[src/rtl/tdm_demux_1to4.sv]
// tdm_demux_1to4: 1-to-4 TDM demux; ports clk, rst, din/din_valid/sof in, dout/dout_valid/slot/frame_err out, err_cnt when TDM_DEMUX_ERRCNT_EN is defined
module tdm_demux_1to4 #(
  parameter int W = 4,
  localparam int OUTW = 4 * W
) (
  input  logic            clk,
  input  logic            rst,
  input  logic [W-1:0]    din,
  input  logic            din_valid,
  input  logic            sof,
  output logic [OUTW-1:0] dout,
  output logic            dout_valid,
  output logic [1:0]      slot,
  output logic            frame_err
`ifdef TDM_DEMUX_ERRCNT_EN
  ,
  output logic [7:0]      err_cnt
`endif
);
  localparam logic [0:0] IDLE = 1'b0;
  localparam logic [0:0] RUN  = 1'b1;
  logic [0:0]   state;
  logic [W-1:0] lane0, lane1, lane2;
  always_ff @(posedge clk) begin
    if (rst) begin
      state      <= IDLE;
      slot       <= 2'd0;
      dout       <= '0;
      dout_valid <= 1'b0;
      frame_err  <= 1'b0;
      lane0      <= '0;
      lane1      <= '0;
      lane2      <= '0;
    end else begin
      dout_valid <= 1'b0;
      frame_err  <= 1'b0;
      if (din_valid && sof) begin
        frame_err <= (state == RUN);
        lane0     <= din;
        slot      <= 2'd1;
        state     <= RUN;
      end else if (din_valid && state == RUN) begin
        if (slot == 2'd3) begin
          dout       <= {din, lane2, lane1, lane0};
          dout_valid <= 1'b1;
          slot       <= 2'd0;
          state      <= IDLE;
        end else begin
          if (slot == 2'd1) lane1 <= din;
          if (slot == 2'd2) lane2 <= din;
          slot <= slot + 2'd1;
        end
      end
    end
  end
`ifdef TDM_DEMUX_ERRCNT_EN
  logic err_ev;
  assign err_ev = din_valid && (sof ? state == RUN : state == IDLE);
  always_ff @(posedge clk) begin
    if (rst) err_cnt <= 8'd0;
    else if (err_ev && err_cnt != 8'hFF) err_cnt <= err_cnt + 8'd1;
  end
`endif
endmodule

[config.mk]
export PLATFORM = sky130hd
export DESIGN_NAME = tdm_demux_1to4
export DESIGN_NICKNAME = d
export VERILOG_FILES = /design/src/rtl/tdm_demux_1to4.sv
export SDC_FILE = /design/constraint.sdc
export NUM_CORES = 1
export LEC_CHECK = 0
export ABC_AREA = 1
export CORE_ASPECT_RATIO = 1.75
export CORE_MARGIN = 2
export CORE_UTILIZATION = 49
export DETAILED_ROUTE_END_ITERATION = 7
export GPL_ROUTABILITY_DRIVEN = 0
export PLACE_DENSITY = 0.82
export SLEW_MARGIN = 15
export SYNTH_ARGS = -nofsm -noshare
export SYNTH_HDL_FRONTEND = slang
export SYNTH_SLANG_ARGS = --single-unit
[constraint.sdc]
create_clock -name clk -period 1.75 [get_ports clk]
set_input_delay 0.35 -clock clk [delete_from_list [all_inputs] [get_ports clk]]
set_output_delay 0.35 -clock clk [all_outputs]
set_load 0.005 [all_outputs]
After elaboration in Yosys (flattened, before gate mapping)
Cells that the tools add are included.
- flip-flop bits (word level): 33
- input bits: 8
- output and inout bits: 20
- logic and storage cells: 34
- add/sub/neg operators: 1
- equal/unequal tests: 3
- muxes and demuxes: 7
- bitwise operators: 3
- reduce and logical (&&, ||, !) cells: 11
- operator list (operator ; count):
    $reduce_and A4 Y1 ; 2
    $mux W1 ; 6
    $eq A2 B2 Y1 const B ; 2
    $reduce_bool A2 Y1 ; 2
    $reduce_or A2 Y1 ; 2
    $not A1 Y1 ; 3
    $reduce_and A3 Y1 ; 1
    $reduce_or A3 Y1 ; 1
    $add A2 B1 Y2 const B ; 1
    $eq A2 B1 Y1 const B ; 1
    $logic_and A1 B1 Y1 ; 2
    $mux W2 ; 1
    $reduce_and A2 Y1 ; 1

Logic depth before layout (Yosys ltp)
Gate-level depths: netlist (run 1).
- word-level depth: 4
- depth in mapped cells: 7
- gate-level depth less buffers: 7

Worst setup path before layout (run 1)
Ideal clock, no wire load.
- path type: reg-to-reg
- from: register slot[0]
- to: register dout[11]
- library setup time: 0.058 ns
- data arrival time: 1.243 ns
- data required time: 1.692 ns
- path slack: 0.448 ns
- stages on the path, launching flop included: 7
- path buffers: 1
- period minus slack after synthesis: 1.302 ns
- cells stage by stage: dfxtp_1 ha_1 inv_1 nor3_4 buf_6 nand3_1 nand2_1
- longest elaborated chain between the ends: 2
- RTL lines (item ; RTL line ; text):
    from (decl) ; 13 ; output logic [1:0] slot,
    from (signal assigned) ; 51 ; slot <= slot + 2'd1;
    $eq A2 B2 Y1 ; 43 ; if (slot == 2'd3) begin
    $reduce_and A3 Y1 (no line) ; - ;
    to (signal assigned) ; 44 ; dout <= {din, lane2, lane1, lane0};
    to (decl) ; 11 ; output logic [OUTW-1:0] dout,
Every way passes these cells.
A chain may end at the register's enable or synchronous reset.

Worst setup path in the final report (run 1)
- from: register slot[0]
- to: output port slot[0]
No word-level cell between the ends.

==> out/results.txt, run 1 <==
final setup vio count = 0
Least-Margin Pin Slew = 0.350 ns
WP data arrival = 1.24 ns
post-route design area = 1740 um^2
clock root buffer master = clkbuf_8
reg2reg end = lane1[1]$_SDFFE_PP0P_
commonest non-fill, non-tap cell in the layout = nand3_1
min Tclk post-route = 1.59 ns
Clk pwr share = 0.454
GRT Total Usage = 0.201
P per Cell Area = 920 nW/um^2
CP Max Fanout = 5
Int Pwr = 1.27 mW
total CTS buffers = 5
via count = 1,199
Seq cells post-synth = 33
port bufs = 27
# IOs = 28
Crit. End Element = primary output
Worst setup SP type = flip-flop
vias in the first global route = 1,163
FF-to-FF setup slack = 0.37 ns
status = finished, final reports clean
max incr delay on CP = 0.54 ns
clk sinks = 33
Slew Viols, Final = 0
fraction of final layout cells sized beyond drive strength 1 = 0.0850
final hold viol count = 0
Avg Inst Size Synth = 7.93 um^2
Area growth, synth to finish = 31.6%
Leak = 0.764 nW
CP bufs+invs = 1
Crit path depth = 1
sw frac = 0.208
Post-route DRC = 0
Initial Utilization = 0.504
Synthesized Nets = 178
DRT antenna net count = 0
Iter 0 DRT Violations = 29
Post-CTS Setup Bufs = 0
Critical R2R Launch = slot[0]$_SDFFE_PP0P_
Placed Area = 1630 um^2
fill cell count = 210
sequential cell fraction of total power = 0.482
Die W = 43.3 um
most frequent cells in the layout = nand3_1, dfxtp_1, nand2_1
net switching power = 0.333 mW
Hold Path Sink = dout[2]$_SDFFE_PP0P_
Cell Rows = 25
H-tree Lvls = 2
cells after synthesis = 167
reg2reg path depth = 6
fin nets = 210
core region area = 2630 um^2
placed cells = 219
Setup TNS Final = 0 ns
post-route insts no fill = 227
fmax = 0.629 GHz
largest net degree at the start of global routing = 26
footprint of the multi-input gates = 566 um^2
clk buf depth = 2
Layout Skew = 0.00318 ns
Worst-Skew Late Latency = 0.28 ns
die area = 3150 um^2
Worst Path Required = 1.40 ns
total gr overflow = 0
Combinational Power Share = 0.064
DR WL/cell = 12.2 um
Largest delay share family, worst path = buffers and inverters
min-delay worst type = reg2reg
CTS resizes = 0
mapped cell area = 1320 um^2
synth unique cells = 17
hold path startpoint = lane0[2]$_SDFFE_PP0P_
antenna cells = 0
worst path cell trace = clkdlybuf4s50_1
Seq/Total Area, Yosys = 0.499
DP HPWL = 2070 um
CTS Hold Bufs = 0
Die Height = 72.8 um
clock-pin slew on the worst setup and hold paths = 0.06 ns
RSZ-0062 raised after global routing = false
CTS tree = built
vias per cell = 5.28
critical path type = reg2out
WL final = 2770 um
period utilization = 0.909
register area = 661 um^2
first-pass GRT wire length = 4770 um
DRT Pass-1 Iters = 4
Worst path slowest cell = clkdlybuf4s50_1
hold depth = 2
worst vdd ir = 0.000498 V
synthesis warning total = 0
max cap viols = 0
initial antenna violation count = 0
Max-slew headroom = 0.766
-- state kept, by name, summed over array words and instances (netlist names) --
signal      flops
dout           16
slot            2
lane2           4
frame_err       1
lane1           4
state           1
lane0           4
dout_valid      1
-- worst max path at each step --
stage                                       end                 start
after floorplan           dout[11]$_SDFFE_PP0P_  slot[0]$_SDFFE_PP0P_
after global placement     slot[0]$_SDFFE_PP0P_             din_valid
after detailed placement   slot[0]$_SDFFE_PP0P_             din_valid
after CTS                               slot[0]  slot[0]$_SDFFE_PP0P_
after global routing                    slot[0]  slot[0]$_SDFFE_PP0P_
final                                   slot[0]  slot[0]$_SDFFE_PP0P_
-- metal layers --
| metal | track usage | vias to the layer above | part of all wire | wire, um |
|---|---|---|---|---|
| li1 | - | 610 | - | - |
| met4 | 0.121 | 0 | 0.023 | 65 |
| met5 | 0 | - | 0 | 0 |
| met1 | 0.204 | 546 | 0.39 | 1070 |
| met3 | 0.0545 | 9 | 0.044 | 123 |
| met2 | 0.352 | 34 | 0.54 | 1510 |
-- power groups by stage --
stage               clock (mW)  combinational, mW  sequential (mW)
floorplan                    0             0.0581            0.788
global placement             0             0.0976            0.789
global route             0.782              0.114            0.774
detailed placement           0              0.101            0.790
finish                   0.727              0.102            0.773
CTS                      0.742              0.102            0.773
-- kinds of logic (layout without fill, tap and decap cells) --
| family | Yosys count | in the layout | share of synthesized area |
|---|---|---|---|
| and+or+nand+nor | 105 | 105 | 0.372 |
| DFF | 33 | 33 | 0.499 |
| buffers and inverters | 19 | 52 | 0.0737 |
| AOI/OAI and AO/OA | 7 | 7 | 0.0265 |
| adders and majority gates | 3 | 3 | 0.0284 |
-- metrics by stage --
| stage | total power, mW | setup slack (ns) | util | hold slack [ns] |
|---|---|---|---|---|
| 2_1_floorplan | 0.846 | 0.448 | - | 0.422 |
| 3_3_place_gp | 0.887 | 0.108 | 0.619 | 0.447 |
| 3_5_place_dp | 0.891 | 0.0458 | 0.619 | 0.457 |
| 4_1_cts | 1.62 | 0.149 | 0.663 | 0.468 |
| 5_1_grt | 1.67 | 0.115 | 0.663 | 0.481 |
| 6_report | 1.60 | 0.160 | 0.663 | 0.467 |
-- synthesized netlist by cell type --
library cell,number,share of area
nand3_1,50,0.19
dfxtp_1,33,0.50
nand2_1,28,0.079
nor2_1,23,0.065
inv_1,11,0.031
o21ai_0,4,0.015
a21oi_1,3,0.011
buf_2,3,0.011
ha_1,3,0.028
buf_6,2,0.017
buf_4,1,0.0057
clkbuf_4,1,0.0057
inv_2,1,0.0028
nand2_2,1,0.0047
nand2_4,1,0.0085
nand3_4,1,0.013
nor3_4,1,0.012
-- final cells by class --
cell class                 count  area share
clock buffer                   7      0.0496
clock inverter                 1      0.0172
inverter                      12      0.0259
multi-input combinational    115       0.325
sequential                    33       0.379
tap                           27      0.0194
timing repair buffer          32       0.184
No activity file was read; power rests on OpenSTA's default activity.
==> run 2: changes to the inputs <==
- SLEW_MARGIN: 15 -> 20
==> results of run 2 <==
No change in the layout: final DEF, timing and power equal those of run 1.
